File: src/rtl/vga_rect_fill.sv
// Rectangle fill pixel generator for the vga_adapter plot interface: one clipped pixel per clock in raster order.
// Optional macro VGA_RECT_FILL_CLEAR_EN adds a clear input that fills the whole screen with colour 0.
module vga_rect_fill #(
  parameter int X_WIDTH      = 8,
  parameter int Y_WIDTH      = 7,
  parameter int COLOUR_WIDTH = 3,
  parameter int X_MAX        = 159,
  parameter int Y_MAX        = 119
) (
  input  logic                    clock,
  input  logic                    reset,
  input  logic                    start,
`ifdef VGA_RECT_FILL_CLEAR_EN
  input  logic                    clear,
`endif
  input  logic [X_WIDTH-1:0]      x0,
  input  logic [Y_WIDTH-1:0]      y0,
  input  logic [X_WIDTH-1:0]      width,
  input  logic [Y_WIDTH-1:0]      height,
  input  logic [COLOUR_WIDTH-1:0] colour_in,
  output logic                    busy,
  output logic                    done,
  output logic [X_WIDTH-1:0]      x,
  output logic [Y_WIDTH-1:0]      y,
  output logic [COLOUR_WIDTH-1:0] colour,
  output logic                    plot
);

  // state | meaning
  // IDLE  | waiting for start (or clear); plot=0, x/y hold
  // FILL  | presenting one pixel per cycle
  // DONE  | completion; done pulses for one cycle, busy still high
  typedef enum logic [1:0] {IDLE, FILL, DONE} state_t;

  localparam logic [X_WIDTH:0]   X_MAX_W = (X_WIDTH+1)'(X_MAX);
  localparam logic [Y_WIDTH:0]   Y_MAX_W = (Y_WIDTH+1)'(Y_MAX);
  localparam logic [X_WIDTH:0]   X_ONE_W = (X_WIDTH+1)'(1);
  localparam logic [Y_WIDTH:0]   Y_ONE_W = (Y_WIDTH+1)'(1);
  localparam logic [X_WIDTH-1:0] X_ONE   = X_WIDTH'(1);
  localparam logic [Y_WIDTH-1:0] Y_ONE   = Y_WIDTH'(1);
  localparam logic [X_WIDTH-1:0] X_MAX_N = X_MAX_W[X_WIDTH-1:0];
  localparam logic [Y_WIDTH-1:0] Y_MAX_N = Y_MAX_W[Y_WIDTH-1:0];

  state_t                  state;
  logic [X_WIDTH-1:0]      x_start;
  logic [X_WIDTH-1:0]      x_end;
  logic [Y_WIDTH-1:0]      y_end;

  logic                    go;
  logic                    degen;
  logic [X_WIDTH-1:0]      req_x0;
  logic [Y_WIDTH-1:0]      req_y0;
  logic [X_WIDTH-1:0]      req_xe;
  logic [Y_WIDTH-1:0]      req_ye;
  logic [COLOUR_WIDTH-1:0] req_c;
  logic [X_WIDTH:0]        x_sum;
  logic [Y_WIDTH:0]        y_sum;

  // End coordinates use one extra bit so x0+width-1 cannot wrap before clipping.
  always_comb begin
    x_sum  = {1'b0, x0} + {1'b0, width} - X_ONE_W;
    y_sum  = {1'b0, y0} + {1'b0, height} - Y_ONE_W;
    go     = start;
    req_x0 = x0;
    req_y0 = y0;
    req_c  = colour_in;
    req_xe = (x_sum > X_MAX_W) ? X_MAX_N : x_sum[X_WIDTH-1:0];
    req_ye = (y_sum > Y_MAX_W) ? Y_MAX_N : y_sum[Y_WIDTH-1:0];
    degen  = (width == '0) || (height == '0) ||
             ({1'b0, x0} > X_MAX_W) || ({1'b0, y0} > Y_MAX_W);
`ifdef VGA_RECT_FILL_CLEAR_EN
    if (clear) begin
      go     = 1'b1;
      req_x0 = '0;
      req_y0 = '0;
      req_c  = '0;
      req_xe = X_MAX_N;
      req_ye = Y_MAX_N;
      degen  = 1'b0;
    end
`endif
  end

  always_ff @(posedge clock) begin
    if (reset) begin
      state   <= IDLE;
      busy    <= 1'b0;
      done    <= 1'b0;
      plot    <= 1'b0;
      x       <= '0;
      y       <= '0;
      colour  <= '0;
      x_start <= '0;
      x_end   <= '0;
      y_end   <= '0;
    end else begin
      case (state)
        IDLE: begin
          busy <= 1'b0;
          done <= 1'b0;
          plot <= 1'b0;
          if (go) begin
            busy    <= 1'b1;
            x_start <= req_x0;
            x_end   <= req_xe;
            y_end   <= req_ye;
            colour  <= req_c;
            if (degen) begin
              state <= DONE;
            end else begin
              state <= FILL;
              x     <= req_x0;
              y     <= req_y0;
              plot  <= 1'b1;
            end
          end
        end
        FILL: begin
          if (x == x_end && y == y_end) begin
            state <= DONE;
            plot  <= 1'b0;
            done  <= 1'b1;
          end else if (x < x_end) begin
            x <= x + X_ONE;
          end else begin
            x <= x_start;
            y <= y + Y_ONE;
          end
        end
        DONE: begin
          // A degenerate request arrives here with done low and spends one extra cycle.
          if (done) begin
            done  <= 1'b0;
            busy  <= 1'b0;
            state <= IDLE;
          end else begin
            done <= 1'b1;
          end
        end
        default: begin
          state <= IDLE;
          busy  <= 1'b0;
          done  <= 1'b0;
          plot  <= 1'b0;
        end
      endcase
    end
  end

endmodule

File: config.mk
export PLATFORM = sky130hd
export DESIGN_NAME = vga_rect_fill
export DESIGN_NICKNAME = d
export VERILOG_FILES = /design/src/rtl/vga_rect_fill.sv
export SDC_FILE = /design/constraint.sdc
export NUM_CORES = 1
export LEC_CHECK = 0
export ABC_AREA = 1
export BUFFER_PORTS_ARGS = -buffer_cell sky130_fd_sc_hd__buf_2
export CORE_MARGIN = 5
export CORE_UTILIZATION = 58
export DETAILED_ROUTE_END_ITERATION = 8
export GPL_TIMING_DRIVEN = 0
export PLACE_DENSITY = 0.82
export SLEW_MARGIN = 20
export SYNTH_ARGS = -nofsm -noshare
export SYNTH_HDL_FRONTEND = slang
export SYNTH_SLANG_ARGS = --single-unit
File: constraint.sdc
create_clock -name clock -period 2.5 [get_ports clock]
set_input_delay 0.25 -clock clock [delete_from_list [all_inputs] [get_ports clock]]
set_output_delay 0.25 -clock clock [all_outputs]
set_load 0.005 [all_outputs]
==> summary.md, run 1 <==
| Metric | Value |
|---|---|
| Number of buffers inserted by port buffering | 55 |
| Die area | 8280 um^2 |
| Area added between synthesis and finish | 12.8% |
| Cts bufs inserted | 5 |
| Flop and latch count out of synthesis | 46 |
| Worst-Margin Slew | 0.533 ns |
| Result of the run | finished clean |
| TritonRoute pass-1 iters | 5 |
| Number of top-level pins | 57 |
| VDD IR max | between 0.5 and 0.6 mV |
| Share of final-layout standard cells stronger than drive strength 1 | 0.125 |
| Unrepaired setup endpoints after global routing | no |
| Via count normalized by instance count | 5.21 |
| Share of the clock period used by the worst path after layout | 0.873 |
| Arrival time of the worst setup path | 2.37 ns |
| Nets | 759 |
| Critical path startpoint category | input pin |
| Final critical delay including setup and external delays | 2.18 ns |
| Number of antenna violations at the first check in global routing | 0 |
| Count of placed standard cells including taps | 750 |
| Number of diodes added for antenna fixing | 0 |
| Die Span Y | 91.0 um |
| Quantity of hold-fixing buffers added after cts | 0 |
| Cell Count, Final, Fillers Out | 758 |
| Reg-to-reg setup timing slack | 0.54 ns |
| Post-route setup slack | about 0.32 ns |
| Peak clock frequency supported by timing | 0.458 GHz |
| Worst hold path class | in2reg |
| Area after detailed placement | 4180 um^2 |
| Post-synthesis instance total | 618 |
| Count of unique library cells instantiated by Yosys | 32 |
| Most common cell after layout, fill and taps aside | sky130_fd_sc_hd__nand2_1 |
| Last weighted congestion value of the routability-driven placer | 0.936 |
| Routed via count | 3,946 |
| Drt first-iter violations | 259 |
| Clock tree buffer depth | 2 |
| Final core occ | 0.672 |
| Synthesized area per cell | 6.16 um^2 |
| Pin count of the biggest net entering global routing | 16 |
| Total global routing track utilization | 0.227 |
| Setup total negative slack | 0 ns |
| Clock Tree Root | sky130_fd_sc_hd__clkbuf_8 |
| Worst-path maximum fanout | 5 |
| Count of H-tree levels built during CTS | 2 |
| CP Data Required Time | 2.69 ns |
| Post-placement worst setup slack | roughly 0.09 ns |
| Worst slew margin | 0.645 |
| Clock sink count | 46 |
| Routed WL | 9310 um |
| Number of hold-slack violations in the final timing report | 0 |
| Yosys synthesis warning count | 0 |
| Power density cells | 864 nW/um^2 |
| Floorplan Core Area | 6390 um^2 |
| Final Max Slew Viols | 0 |
| Post-synth design cell area | 3810 um^2 |
| Max-capacitance violation count | 0 |
| Floorplan row count | 29 |
| Number of cells upsized or downsized after cts | 0 |
| Via count of the first global-routing pass | 3,650 |
| Die width | 91.0 um |
| Effective utilization at floorplan | 0.596 |
| Wire length of the first global-routing pass | 16,100 um |
| Sum of net half-perimeters after detailed placement | 7590 um |
| Lkg Pwr | approximately 2.4 nW |
| Critical Path End Type | flop |
| Routed wire per std cell | roughly 12 um |
| Final clock skew | 0.00884 ns |
| Commonest non-fill, non-tap cells in the layout | sky130_fd_sc_hd__nand2_1, sky130_fd_sc_hd__inv_1, sky130_fd_sc_hd__nor2_1, sky130_fd_sc_hd__buf_2, sky130_fd_sc_hd__dfxtp_1 |
| Number of inserted filler cells in the final layout | 607 |
| CTS tree | yes |
| DRC errors left | 0 |
| Clock transition time at the flip-flop clock pins of the worst setup and hold paths | 0.08 ns |
| Syn Nets | 697 |
| Setup CP Type | in2reg |
| Number of post-CTS setup repair buffers | 0 |
| Non-Filler Cell Area, Final | roughly 4300 um^2 |
| Number of nets with antenna violations after detailed routing | 0 |
| Worst-Skew Late Latency | about 0.3 ns |
| Total grt overflow | 0 |
| Setup violators final | 0 |
| Share of synthesized area occupied by flip-flops and latches | 0.242 |
==> power breakdown <==
| part | switching (mW) | total (mW) | internal (mW) |
|---|---|---|---|
| Combinational | 1.27 | 2.02 | 0.747 |
| Clock | 0.265 | 0.562 | 0.297 |
| Sequential | 0.184 | 1.13 | 0.943 |
| Total | 1.72 | 3.71 | 1.99 |
==> metrics by stage <==
step	power, mW	hold slack, ns
after floorplan	2.60	0.402
after global placement	3.07	0.440
after detailed placement	3.13	0.447
after CTS	3.70	0.192
after global routing	4.10	0.217
final	3.71	0.201
==> worst max-delay path, stage by stage <==
cell                      delay [ns]
sky130_fd_sc_hd__buf_2          0.11
sky130_fd_sc_hd__inv_1          0.04
sky130_fd_sc_hd__ha_1           0.26
sky130_fd_sc_hd__inv_1          0.06
sky130_fd_sc_hd__ha_1           0.19
sky130_fd_sc_hd__inv_1          0.07
sky130_fd_sc_hd__fa_1           0.40
sky130_fd_sc_hd__inv_1          0.09
sky130_fd_sc_hd__nand3_1        0.09
sky130_fd_sc_hd__nand2_1        0.09
sky130_fd_sc_hd__nand2_1        0.05
sky130_fd_sc_hd__nand2_1        0.09
sky130_fd_sc_hd__nand3_1        0.09
sky130_fd_sc_hd__nand2_1        0.10
sky130_fd_sc_hd__nand2_1        0.11
sky130_fd_sc_hd__o21ai_0        0.22
sky130_fd_sc_hd__inv_1          0.07
==> state kept, by name (all words and copies together) (netlist names) <==
name     cells
busy         1
x            8
x_end        8
done         1
colour       3
plot         1
y            7
state        2
y_end        7
x_start      8
==> path summary, 6_finish.rpt <==
kind,startpoint,cells past startpoint,end
hold / removal,colour_in[2],3,colour[2]
setup reg to reg,x_end[7],12,y[4]
setup / recovery,x0[1],17,x_end[4]
hold reg to reg,x_start[2],2,x_start[2]
==> cell usage after synthesis <==
cell type                  count  area, um^2
sky130_fd_sc_hd__a21oi_1      38         190
sky130_fd_sc_hd__a31oi_1       1        6.26
sky130_fd_sc_hd__and3_1        1        6.26
sky130_fd_sc_hd__buf_1         1        3.75
sky130_fd_sc_hd__buf_2         3        15.0
sky130_fd_sc_hd__buf_6         2        22.5
sky130_fd_sc_hd__clkbuf_1     10        37.5
sky130_fd_sc_hd__clkinv_1      1        3.75
sky130_fd_sc_hd__dfxtp_1      46         921
sky130_fd_sc_hd__fa_1          2        40.0
sky130_fd_sc_hd__ha_1         41         513
sky130_fd_sc_hd__inv_1       128         480
sky130_fd_sc_hd__inv_2         4        15.0
sky130_fd_sc_hd__nand2_1     152         571
sky130_fd_sc_hd__nand2_2       2        12.5
sky130_fd_sc_hd__nand2_4       1        11.3
sky130_fd_sc_hd__nand3_1      42         210
sky130_fd_sc_hd__nand3_2       1        10.0
sky130_fd_sc_hd__nand3_4       1        17.5
sky130_fd_sc_hd__nand3b_1      4        30.0
sky130_fd_sc_hd__nand4_1      18         113
sky130_fd_sc_hd__nand4_2       1        12.5
sky130_fd_sc_hd__nor2_1       69         259
sky130_fd_sc_hd__nor2_2        3        18.8
sky130_fd_sc_hd__nor2_4        1        11.3
sky130_fd_sc_hd__o21a_1        2        15.0
sky130_fd_sc_hd__o21ai_0      27         135
sky130_fd_sc_hd__o21ai_1       1        5.00
sky130_fd_sc_hd__o31ai_1       2        15.0
sky130_fd_sc_hd__or2_2         3        18.8
sky130_fd_sc_hd__xnor2_1       3        26.3
sky130_fd_sc_hd__xor2_1        7        61.3
==> routing by layer <==
metal  global-route usage  vias to the layer above  part of all wire
met5                    0                        -                 0
met4               0.0733                        0             0.016
met3               0.0339                       17             0.067
met2                0.355                      128              0.45
met1                0.320                     1757              0.47
li1                     -                     2044                 -
==> cell families (layout without fill, tap and decap cells) <==
group / after synthesis / in the layout / synth area share
AND/OR/NAND/NOR: 299 / 299 / 0.342
buffers and inverters: 149 / 212 / 0.152
AO/OA/AOI/OAI: 71 / 71 / 0.0963
flip-flops: 46 / 46 / 0.242
adder cells (fa/ha/maj): 43 / 43 / 0.145
XOR/XNOR: 10 / 10 / 0.0230
==> area by class of cell <==
| type | count | area, um^2 | share of cell area |
|---|---|---|---|
| buffer | 16 | 78.8 | 0.0184 |
| inverter | 133 | 499 | 0.116 |
| timing repair buffer | 55 | 275 | 0.0641 |
| sequential | 46 | 921 | 0.215 |
| multi-input combinational | 423 | 2310 | 0.538 |
| clock buffer | 5 | 68.8 | 0.0160 |
| tap | 77 | 96.3 | 0.0224 |
| clock inverter | 3 | 45.0 | 0.0105 |
No activity file was read; power rests on OpenSTA's default activity.
==> inputs of run 2 (changes only) <==
ABC_AREA = unset   (was 1)
GPL_TIMING_DRIVEN = 1   (was 0)
==> run 2 against run 1 <==
- sequential share of layout area is 0.46 points higher
- register-to-register slack worse by 0.34 ns
- utilization increased by 0.12 points
- largest cell class unchanged
- total power up 1.1%
==> summary.md, run 2 <==
| Metric | Value |
|---|---|
| Unrepaired setup endpoints after global routing | no |
| Number of cells traversed by the worst register-to-register path | 7 (-5) |
| Share of the clock period used by the worst path after layout | 0.919 (+0.0460) |
| Hold Path Stages | 3 (unchanged) |
| Number of nets with antenna violations after detailed routing | 0 (unchanged) |
| Worst-path maximum fanout | 9 (+4) |
| Number of post-CTS setup repair buffers | 0 (unchanged) |
| Share of the synthesized area in the top cell type | 0.252 (+0.0104) |
| Worst-Margin Slew | 0.873 ns (+0.340 ns) |
| Last weighted congestion value of the routability-driven placer | 0.958 (+2.4%) |
| Total global routing track utilization | 0.248 (+0.0214) |
| Sum of net half-perimeters after detailed placement | 7430 um (-2.2%) |
| Worst slew margin | 0.410 (-0.234) |
| Nets | 612 (-19%) |
| Most common cell after layout, fill and taps aside | sky130_fd_sc_hd__inv_1 |
| Number of antenna violations at the first check in global routing | 0 (unchanged) |
| Commonest non-fill, non-tap cells in the layout | sky130_fd_sc_hd__inv_1, sky130_fd_sc_hd__buf_2, sky130_fd_sc_hd__dfxtp_1, sky130_fd_sc_hd__nor2_1, sky130_fd_sc_hd__ha_1 |
| Largest registers | x x8, x_end x8, x_start x8 |
| Setup CP Type | reg2reg |
| Die width | 89.3 um (-1.9%) |
| Cts bufs inserted | 5 (unchanged) |
| Pin count of the biggest net entering global routing | 47 (+31) |
| Routed WL | 9350 um (+0.52%) |
| Area added between synthesis and finish | 15.2% |
| Final core occ | 0.673 (+0.00120) |
| DRC errors left | 0 (unchanged) |
| Result of the run | finished clean |
| Flop and latch count out of synthesis | 46 (unchanged) |
| TritonRoute pass-1 iters | 6 (+1) |
| Drt first-iter violations | 258 (-0.39%) |
| Synthesized area per cell | 7.82 um^2 (+27%) |
| Die Span Y | 89.3 um (-1.9%) |
| Most frequently used cell type in the post-synthesis netlist | sky130_fd_sc_hd__inv_1 |
| Post-route setup slack | 0.202 ns (-0.115 ns) |
| Count of unique library cells instantiated by Yosys | 64 (+100%) |
| Share of final-layout standard cells stronger than drive strength 1 | 0.191 (+0.0666) |
| Number of inserted filler cells in the final layout | 514 (-15%) |
| Final critical delay including setup and external delays | 2.30 ns (+0.115 ns) |
| Cell Count, Final, Fillers Out | 610 (-20%) |
| Clock transition time at the flip-flop clock pins of the worst setup and hold paths | 0.09 ns (about the same) |
| Routed wire per std cell | 15.3 um (+25%) |
| Critical Path End Type | flop |
| Quantity of hold-fixing buffers added after cts | 0 (unchanged) |
| Floorplan row count | 29 (unchanged) |
| Worst-Skew Late Latency | 0.30 ns (about the same) |
| Critical path startpoint category | flop |
| Post-synthesis async set-or-reset flop share | 0 (unchanged) |
| Routed via count | 3,588 (-9.1%) |
| Yosys synthesis warning count | 0 (unchanged) |
| Power density cells | 892 nW/um^2 (+3.3%) |
| Count of H-tree levels built during CTS | 2 (unchanged) |
| Clock tree buffer depth | 2 (unchanged) |
| Peak clock frequency supported by timing | 0.435 GHz (-5.0%) |
| Via count of the first global-routing pass | 3,428 (-6.1%) |
| Effective utilization at floorplan | 0.585 (-0.0114) |
| Total grt overflow | 0 (unchanged) |
| Setup total negative slack | 0 ns (unchanged) |
| Number of cells upsized or downsized after cts | 0 (unchanged) |
| Number of top-level pins | 57 (unchanged) |
| Floorplan Core Area | 6240 um^2 (-2.3%) |
| Area after detailed placement | 4110 um^2 (-1.6%) |
| Setup violators final | 0 (unchanged) |
| Syn Nets | 546 (-22%) |
| Post-synthesis instance total | 467 (-24%) |
| Largest area contributor in the netlist | sky130_fd_sc_hd__dfxtp_1 |
| Share of synthesized area occupied by flip-flops and latches | 0.252 (+0.0104) |
| CTS tree | yes |
| Number of hold-slack violations in the final timing report | 0 (unchanged) |
| Final Max Slew Viols | 0 (unchanged) |
| Number of buffers inserted by port buffering | 56 (+1.8%) |
| Leading register cell type out of synthesis | sky130_fd_sc_hd__dfxtp_1 |
| Final clock skew | 0.0139 ns (+0.00504 ns) |
| Wire length of the first global-routing pass | 15,700 um (-2.4%) |
| Leading post-synthesis cells by instance count | sky130_fd_sc_hd__inv_1, sky130_fd_sc_hd__dfxtp_1, sky130_fd_sc_hd__nor2_1 |
| Post-placement worst setup slack | -0.120 ns (-0.212 ns) |
| Lkg Pwr | 2.01 nW (-17%) |
| Clock sink count | 46 (unchanged) |
| Worst hold path class | in2reg |
| Number of enable-type register cells in the synthesized netlist | 0 (unchanged) |
| Arrival time of the worst setup path | 2.49 ns (+0.12 ns) |
| Die area | 7980 um^2 (-3.7%) |
| Non-Filler Cell Area, Final | 4200 um^2 (-2.1%) |
| Number of diodes added for antenna fixing | 0 (unchanged) |
| Post-synth design cell area | 3650 um^2 (-4.1%) |
| Via count normalized by instance count | 5.88 (+13%) |
| Top cells by area, synth | sky130_fd_sc_hd__dfxtp_1, sky130_fd_sc_hd__ha_1, sky130_fd_sc_hd__inv_1, sky130_fd_sc_hd__nor2_1, sky130_fd_sc_hd__a21oi_1 |
| Count of placed standard cells including taps | 603 (-20%) |
| VDD IR max | 0.618 mV (+19%) |
| Max-capacitance violation count | 0 (unchanged) |
| CP Data Required Time | 2.69 ns (about the same) |
| Clock Tree Root | sky130_fd_sc_hd__clkbuf_8 |
-- run 2: logic make-up (layout without fill, tap and decap cells) --
group | count (synthesis) | count (layout) | synth area share
fa+ha+maj | 43 | 43 | 0.152
buf+inv | 89 | 155 | 0.0939
xor+xnor | 20 | 20 | 0.0480
simple gates | 155 | 155 | 0.218
mux | 8 | 8 | 0.0223
compound gates | 106 | 106 | 0.214
flops | 46 | 46 | 0.252
-- run 2: layout make-up --
cell class | count | area [um^2] | share of cell area
clock inverter | 2 | 15.0 | 0.00357
tap | 77 | 96.3 | 0.0229
clock buffer | 5 | 68.8 | 0.0164
inverter | 73 | 274 | 0.0652
timing repair buffer | 75 | 435 | 0.104
multi-input combinational | 332 | 2390 | 0.569
sequential | 46 | 921 | 0.219
-- run 2: critical path, cell delays in order, from the launching register on --
cell                       delay, ns
sky130_fd_sc_hd__dfxtp_1        0.37
sky130_fd_sc_hd__ha_1           0.34
sky130_fd_sc_hd__a21oi_1        0.08
sky130_fd_sc_hd__a21boi_1       0.20
sky130_fd_sc_hd__or2_2          0.27
sky130_fd_sc_hd__o21ai_0        0.17
sky130_fd_sc_hd__or4_1          0.49
sky130_fd_sc_hd__a32o_1         0.27
-- run 2: report_power, final --
group	internal, mW	switching (mW)
combinational	0.879	1.29
sequential	0.943	0.195
clock	0.191	0.254
total	2.01	1.74
-- run 2: metrics by stage --
stage	power, mW	hold slack, ns
floorplan	2.56	0.386
global placement	3.16	0.441
detailed placement	3.26	0.446
CTS	3.71	0.178
global route	4.04	0.203
finish	3.75	0.177
-- run 2: routing by layer --
metal | global-route usage | share of wire | up-vias
li1 | - | - | 1773
met5 | 0 | 0 | -
met2 | 0.415 | 0.47 | 148
met1 | 0.324 | 0.42 | 1641
met4 | 0.0880 | 0.028 | 0
met3 | 0.0359 | 0.077 | 26
-- run 2: final timing paths --
path	from	end	slack (ns)
worst max-delay path	x[6]	y[4]	0.20
worst min-delay path	colour_in[0]	colour[0]	0.18
worst max register to register	x[6]	y[4]	0.20
worst min register to register	colour[0]	colour[0]	0.45
